===== config.mk =====
export PLATFORM = sky130hd
export DESIGN_NAME = data_memory_ctrl
export DESIGN_NICKNAME = d
export VERILOG_FILES = /design/src/rtl/data_memory_pkg.sv /design/src/rtl/data_memory_init_seq.sv /design/src/rtl/data_memory_ctrl.sv
export SDC_FILE = /design/constraint.sdc
export NUM_CORES = 1
export LEC_CHECK = 0
export CELL_PAD_IN_SITES_DETAIL_PLACEMENT = 0
export CELL_PAD_IN_SITES_GLOBAL_PLACEMENT = 1
export CORE_MARGIN = 10
export CORE_UTILIZATION = 26
export CTS_CLUSTER_SIZE = 10
export DETAILED_ROUTE_END_ITERATION = 8
export PLACE_DENSITY = 0.48
export SYNTH_ARGS = -nofsm -noshare
export SYNTH_HDL_FRONTEND = slang
export SYNTH_HIERARCHICAL = 1
export SYNTH_SLANG_ARGS = --single-unit

===== constraint.sdc =====
create_clock -name clock -period 7 [get_ports clock]
set_input_delay 1.05 -clock clock [delete_from_list [all_inputs] [get_ports clock]]
set_output_delay 1.05 -clock clock [all_outputs]
set_load 0.01 [all_outputs]

===== src/rtl/data_memory_pkg.sv =====
// rtl/data_memory_pkg.sv - shared state encoding and fill-mode constants
package data_memory_pkg;

   // FSM encoding: INIT fills the array, RUN serves requests
   localparam logic [0:0] ST_INIT = 1'b0;
   localparam logic [0:0] ST_RUN  = 1'b1;

   // Post-reset fill pattern selectors
   localparam int INIT_ZERO  = 0;
   localparam int INIT_INDEX = 1;

endpackage


===== src/rtl/data_memory_init_seq.sv =====
// rtl/data_memory_init_seq.sv - post-reset fill counter and INIT/RUN sequencer
module data_memory_init_seq
   import data_memory_pkg::*;
#(
   parameter int DEPTH = 32,
   parameter int IDX_W = $clog2(DEPTH)
) (
   input  logic             clock,
   input  logic             reset,
   output logic             fill_en,
   output logic [IDX_W-1:0] fill_idx,
   output logic             done
);

   logic [0:0]       r_state;
   logic [IDX_W-1:0] r_idx;

   // Walk the index once through every word, then park in RUN until reset
   always_ff @(posedge clock or posedge reset) begin
      if (reset) begin
         r_state <= ST_INIT;
         r_idx   <= '0;
      end else if (r_state == ST_INIT) begin
         if (r_idx == IDX_W'(DEPTH - 1)) begin
            r_state <= ST_RUN;
         end else begin
            r_idx <= r_idx + 1'b1;
         end
      end
   end

   assign fill_en  = (r_state == ST_INIT);
   assign fill_idx = r_idx;
   assign done     = (r_state == ST_RUN);

endmodule


===== src/rtl/data_memory_ctrl.sv =====
// rtl/data_memory_ctrl.sv - byte-enabled word memory with self-fill and checked access
module data_memory_ctrl
   import data_memory_pkg::*;
#(
   parameter int DATA_WIDTH = 32,
   parameter int DEPTH      = 32,
   parameter int ADDR_WIDTH = 32,
   parameter int INIT_MODE  = INIT_INDEX
) (
   input  logic                    clock,
   input  logic                    reset,
   input  logic                    mem_write,
   input  logic                    mem_read,
   input  logic [DATA_WIDTH/8-1:0] byte_en,
   input  logic [ADDR_WIDTH-1:0]   address,
   input  logic [DATA_WIDTH-1:0]   write_data,
   output logic [DATA_WIDTH-1:0]   result,
   output logic                    read_valid,
   output logic                    ready,
   output logic                    error
);

   localparam int NB    = DATA_WIDTH / 8;
   localparam int OFF_W = $clog2(NB);
   localparam int IDX_W = $clog2(DEPTH);
   localparam logic [ADDR_WIDTH-1:0] OFF_MASK = ADDR_WIDTH'((64'd1 << OFF_W) - 64'd1);

   logic [DATA_WIDTH-1:0] r_mem [DEPTH];
   logic [DATA_WIDTH-1:0] r_result;
   logic                  r_read_valid;
   logic                  r_error;

   logic                  w_fill_en;
   logic [IDX_W-1:0]      w_fill_idx;
   logic                  w_done;
   logic [DATA_WIDTH-1:0] w_fill_word;
   logic [IDX_W-1:0]      w_idx;
   logic                  w_misaligned;
   logic                  w_out_of_range;
   logic                  w_bad;
   logic                  w_req;

   data_memory_init_seq #(
      .DEPTH (DEPTH),
      .IDX_W (IDX_W)
   ) u_init_seq (
      .clock    (clock),
      .reset    (reset),
      .fill_en  (w_fill_en),
      .fill_idx (w_fill_idx),
      .done     (w_done)
   );

   assign w_fill_word    = (INIT_MODE == INIT_INDEX) ? DATA_WIDTH'(w_fill_idx) : '0;
   assign w_idx          = IDX_W'(address >> OFF_W);
   assign w_misaligned   = (address & OFF_MASK) != '0;
   // Any bit above the index field means the address lies past the array
   assign w_out_of_range = (address >> (OFF_W + IDX_W)) != '0;
   assign w_bad          = w_misaligned | w_out_of_range;
   // Requests only count once the fill has completed
   assign w_req          = w_done & (mem_write | mem_read);

   // Array update: the fill owns the port during INIT, byte-merged writes in RUN
   always_ff @(posedge clock) begin
      if (w_fill_en) begin
         r_mem[w_fill_idx] <= w_fill_word;
      end else if (w_done && mem_write && !w_bad) begin
         for (int b = 0; b < NB; b++) begin
            if (byte_en[b]) begin
               r_mem[w_idx][8*b +: 8] <= write_data[8*b +: 8];
            end
         end
      end
   end

   // Read data and one-cycle status pulses; a write in the same cycle wins over the read
   always_ff @(posedge clock or posedge reset) begin
      if (reset) begin
         r_result     <= '0;
         r_read_valid <= 1'b0;
         r_error      <= 1'b0;
      end else begin
         r_read_valid <= 1'b0;
         r_error      <= 1'b0;
         if (w_req && w_bad) begin
            r_error <= 1'b1;
         end else if (w_req && mem_read && !mem_write) begin
            r_result     <= r_mem[w_idx];
            r_read_valid <= 1'b1;
         end
      end
   end

   assign result     = r_result;
   assign read_valid = r_read_valid;
   assign error      = r_error;
   assign ready      = w_done;

endmodule


======== Yosys cells after proc, flatten, opt, wreduce, memory -nomap -nowiden ========
Memories as Yosys holds them, arrays and structs flattened. A register that Yosys moved wholly into a read port is not among the register bits.
Index checks and enable logic that the tools add are counted.
word-level totals
  memory bits (writable) .................. 1024
  input bits .............................. 72
  memories kept ........................... 1
  bits in registers ....................... 8
  word-level logic and storage cells ...... 50
  output and inout port bits .............. 35
operators by class
  reductions and logical operators ........ 12
  equal/unequal tests ..................... 1
  multiplexer cells ....................... 25
  $add $sub $neg .......................... 1
  bitwise operators ....................... 6
memories
  memory  words  bits a word  rd ports  clocked after Yosys merged registers in  write ports  line                    text
  r_mem   32     32           1         1                                        1            data_memory_ctrl.sv:28  logic [DATA_WIDTH-1:0] r_mem [DEPTH];
operators by type and width
  kind                                                           count
  32-bit nonzero test                                            2
  32-bit two-way mux                                             1
  32-bit OR reduction                                            1
  1-bit two-way mux                                              22
  5-bit by 1-bit adder with 5-bit output, second input constant  1
  5-bit == test, second input constant                           1
  1-bit logical AND                                              5
  5-bit two-way mux                                              1
  4-bit two-way mux                                              1
  2-bit AND reduction                                            2
  1-bit NOT                                                      3
  1-bit logical NOT                                              2
  1-bit bitwise OR                                               2
  1-bit bitwise AND                                              1

======== Depth between registers and ports, before layout ========
  word-level depth ........................ 9
  depth in mapped cells ................... 9

======== Hierarchy ========
Netlist, hierarchy kept.
by module, submodules not included
  module                instances  seq. area each (um^2)  area an instance (um^2)  cells an instance
  data_memory_ctrl      1          31600.3                41611.2                  2180
  data_memory_init_seq  1          150.1                  262.8                    20

======== Worst setup path after synthesis ========
OpenSTA, ideal clock, no wires.
  path kind ............................... input-to-reg
  start ................................... input address[15]
  end ..................................... memory r_mem[12][24], enable pin
  arrival time ............................ 3.089 ns
  buffers on the path ..................... 1
  data required time ...................... 6.616 ns
  setup slack ............................. 3.527 ns
  cell stages on the path ................. 6
  cell sequence ........................... nor4_1 -> nand4_2 -> nor4b_4 -> nand2_1 -> clkbuf_1 -> o21ai_0
on the way
  cells in the longest elaborated chain, start to end .. 9
  elaborated cells between the ends (all ways) .. 19
ends and longest elaborated chain
  what                                                                     line                    text
  start: declaration                                                       data_memory_ctrl.sv:15  input logic [ADDR_WIDTH-1:0] address,
  32-bit nonzero test (*)                                                  data_memory_ctrl.sv:58  assign w_out_of_range = (address >> (OFF_W + IDX_W)) != '0;
  1-bit bitwise OR (*)                                                     data_memory_ctrl.sv:59  assign w_bad = w_misaligned | w_out_of_range;
  1-bit logical NOT (*)                                                    data_memory_ctrl.sv:67  end else if (w_done && mem_write && !w_bad) begin
  1-bit logical AND (*)                                                    data_memory_ctrl.sv:67
  1-bit two-way mux                                                        data_memory_ctrl.sv:67
  1-bit two-way mux                                                        data_memory_ctrl.sv:65  if (w_fill_en) begin
  1-bit two-way mux (not written as such)                                  data_memory_ctrl.sv:70  r_mem[w_idx][8*b +: 8] <= write_data[8*b +: 8];
  32-bit OR reduction (no source line)                                     n/a
  5-bit two-way mux (no source line) or 4-bit two-way mux (tied branches)  n/a
  end: declaration                                                         data_memory_ctrl.sv:28
Mark *: on every way between the ends. The rest lies on a longest branch, timed or not.

======== Final worst setup path ========
  start ................................... input address[15]
  end ..................................... memory r_mem[11][18], enable pin
Same word-level chain as after synthesis.

==> flow_summary_export.csv <==
group,metric,value,unit
synthesis,yosysTopAreaCell,"edfxtp_1",
finish,antennaDiodeCount,0,
cts,clk_pin_slew,0.05,ns
cts,cts_buffers,120,
finish,drive_above_1_share,0.169,
synthesis,synth_xor_area_frac,0.000627,
placed_design,dp_hpwl,81700,µm
synthesis,ys_warn_count,6,
finish,synthToLayoutAreaGrowth,18.3,%
cts,htree_levels,3,
synthesis,ys_types,50,
detailed_routing,vias_per_cell,4.65,
sta,setup_viol_count_final,0,
sta,finalCriticalPeriod,4.28,ns
global_routing,grtUsageTotal,0.138,
placed_design,gp_congestion,0.937,
setup_path,cp.depth,7,
sta,holdWs,0.486,ns
setup_path,cp.arrival,4.64,ns
cts,cts_tree,"done",
die,io-pin-count,107,
setup_path,rr_endpoint,"r_mem[11][18]",
synthesis,ys_seq_area_frac,0.758,
cts,cts_resized,0,
sta,max_freq,0.234,GHz
global_routing,grt_pass1_vias,22953,
setup_path,worst-setup-path-type,"in -> reg",
sta,fin_crit_sh,0.612,
global_routing,grt_pass1_wl,177000,µm
global_routing,gr-total-overflow,0,
detailed_routing,dr.pass1.iters,6,
sta,relSlewSlack,0.120,
power,power_density,262,nW/µm²
setup_path,r2r_cells,6,
min_path,hp-class,"reg -> reg",
sta,fin_skew,0.0190,ns
synthesis,synth-seq-cells,1064,
sta,rsz0062_at_grt,"false",
detailed_routing,routedWlPerCell,26.9,µm
detailed_routing,drc_errors,0,
synthesis,ys_async_sr_fraction,0.0376,
setup_path,endpoint,"r_mem[11][18]",
setup_path,startpoint,"address[15]",
power,power.static_leakage,18.0,nW
power,ir_drop,0.000175,V
setup_path,crit_chain,"clkdlybuf4s50_1 > nor4_1 > nand4_2 > nor3_2 > buf_4 > mux2i_2 > nor2_1",
synthesis,synthSimpleGateAreaFrac,0.0324,
setup_path,reg2reg_slack,2.98,ns
run,drv_cap,0,
synthesis,synth_edf_count,1024,
sta,final_max_slew_viol_count,0,
synthesis,synth_top_family_by_area,"multiplexers",
cts,insertion_delay,0.73,ns
die,dieHeight,421,µm
synthesis,synthCells,2200,
cts,clockRootBuffer,"clkbuf_16",
synthesis,ys.flop_type,"edfxtp_1",
synthesis,syn_area,41900,µm²
setup_path,worst-path-buf-inv,2,
detailed_routing,wl,126000,µm
setup_path,slowest_stage,"mux2i_2",
detailed_routing,vias,21694,
cts,cts_sinks,1064,
synthesis,synthMuxAreaShare,0.143,
die,die_area,178000,µm²
setup_path,critPathCaptureType,"register",
cts,cts-hold-fix-buffers,0,
detailed_routing,antenna_left,0,
synthesis,synthTopCellsByArea,"edfxtp_1 (73%), mux2i_1 (7.0%), mux4_2 (6.9%), dfrtp_1 (2.4%), a22oi_1 (2.3%)",
sta,worstMarginPinSlew,1.29,ns
setup_path,critPathTopFamily,"simple AND/OR/NAND/NOR gates",
global_routing,antenna_found_initial,1,
min_path,holdPathStages,1,
setup_path,worstReg2RegStart,"u_init_seq/done",
sta,tns,0,ns
sta,hold_viol_final,0,
synthesis,synth_compound_area_frac,0.0518,
global_routing,grt_max_degree,97,
finish,fillCellCount,15657,
synthesis,synth_fa_ha_area_frac,0.000598,
finish,most-common-layout-cells,"edfxtp_1 (1024), mux2i_1 (289), mux4_2 (128), a22oi_1 (128), clkbuf_16 (125)",
cts,post_cts_buffers,0,
synthesis,avgSynthCellArea,19.0,µm²
detailed_routing,drt_iter0_markers,1786,
finish,nets,2484,
setup_path,start_kind,"input port",
die,start_util,0.261,
placed_design,io_buffers,106,
synthesis,synth.net_count,2274,
die,core,160000,µm²
setup_path,cp.required,7.36,ns
outcome,status,"complete, no violations",
setup_path,cp_max_fo,34,
finish,final_common_cell,"edfxtp_1",
setup_path,slowest_delay,1.11,ns
finish,regArea,31800,µm²
cts,clockBufferDepth,3,
die,die_w,421,µm
finish,multi_input_area,9650,µm²
synthesis,synth_top_area_frac,0.734,
die,fp-row-count,147,
==> through the flow <==
step / utilization / cell area (µm²) / total power, mW / std cells / worst slack, ns
finish: 0.309 / 49600 / 13.0 / 4665 / 2.72
global route: 0.309 / 49600 / 13.4 / 4665 / 2.57
CTS: 0.309 / 49600 / 13.1 / 4665 / 2.62
detailed placement: 0.287 / 46000 / 7.40 / 4448 / 1.83
global placement: 0.287 / 46000 / 7.40 / 4448 / 1.94
floorplan: - / 41900 / 7.23 / 2200 / 3.53
==> worst register-to-register path, stage by stage, from the launching register on <==
cell and delay, ns:
dfrtp_1 0.59, inv_1 0.27, or3_1 0.53, nor3_2 0.20, buf_4 0.48, mux2i_2 1.12, nor2_1 0.48
==> per-layer routing <==
layer,vias to the layer above,share of wire,global-route usage
met3,184,0.035,0.0187
met4,0,0.031,0.0469
met1,11560,0.42,0.171
met2,525,0.52,0.245
met5,-,0,0
li1,9425,-,-
==> cells by family (layout without fill, tap and decap cells) <==
family / count (synthesis) / after routing
AO/OA/AOI/OAI: 297 / 297
flip-flops: 1064 / 1064
buffers and inverters: 131 / 436
AND/OR/NAND/NOR: 268 / 268
adder cells (fa/ha/maj): 2 / 2
XOR/XNOR: 3 / 3
multiplexers: 435 / 435
==> state kept, by name (all words and copies together), names as in the netlist <==
name	count
error	1
r_mem	1024
u_init_seq/done	1
result	32
u_init_seq/fill_idx	5
read_valid	1
==> how the worst min path moves through the flow <==
stage,from,end,slack [ns]
after floorplan,u_init_seq/fill_idx[3],u_init_seq/fill_idx[3],0.49
after global placement,result[25],result[25],0.48
after detailed placement,result[25],result[25],0.47
after CTS,result[25],result[25],0.49
after global routing,result[30],result[30],0.51
final,result[25],result[25],0.49
==> synth_stat cells (11+ instances only) <==
library cell	n
a22oi_1	128
mux4_2	128
edfxtp_1	1024
clkbuf_1	66
nand2_1	70
and2_1	29
a211oi_1	11
mux2_2	14
o21ai_0	64
buf_2	52
a2111oi_2	13
nand4_1	22
a22o_1	11
nor2_1	88
o22ai_1	32
dfrtp_1	40
a21o_1	21
mux2i_1	293
==> where the power goes <==
part / leakage [nW] / switching, mW / internal, mW
clock: 1.69 / 2.41 / 3.32
combinational: 4.58 / 0.233 / 0.150
sequential: 11.7 / 0.0000693 / 6.88
==> layout make-up <==
cell class / count / share of cell area
flip-flops and latches: 1064 / 0.641
multi-input cells: 1005 / 0.195
clock buffers: 210 / 0.0702
well taps: 2160 / 0.0545
repair buffers: 214 / 0.0384
clock inverters: 7 / 0.000934
inverters: 5 / 0.000379
Note: power is estimated with default switching activity, not from simulation.
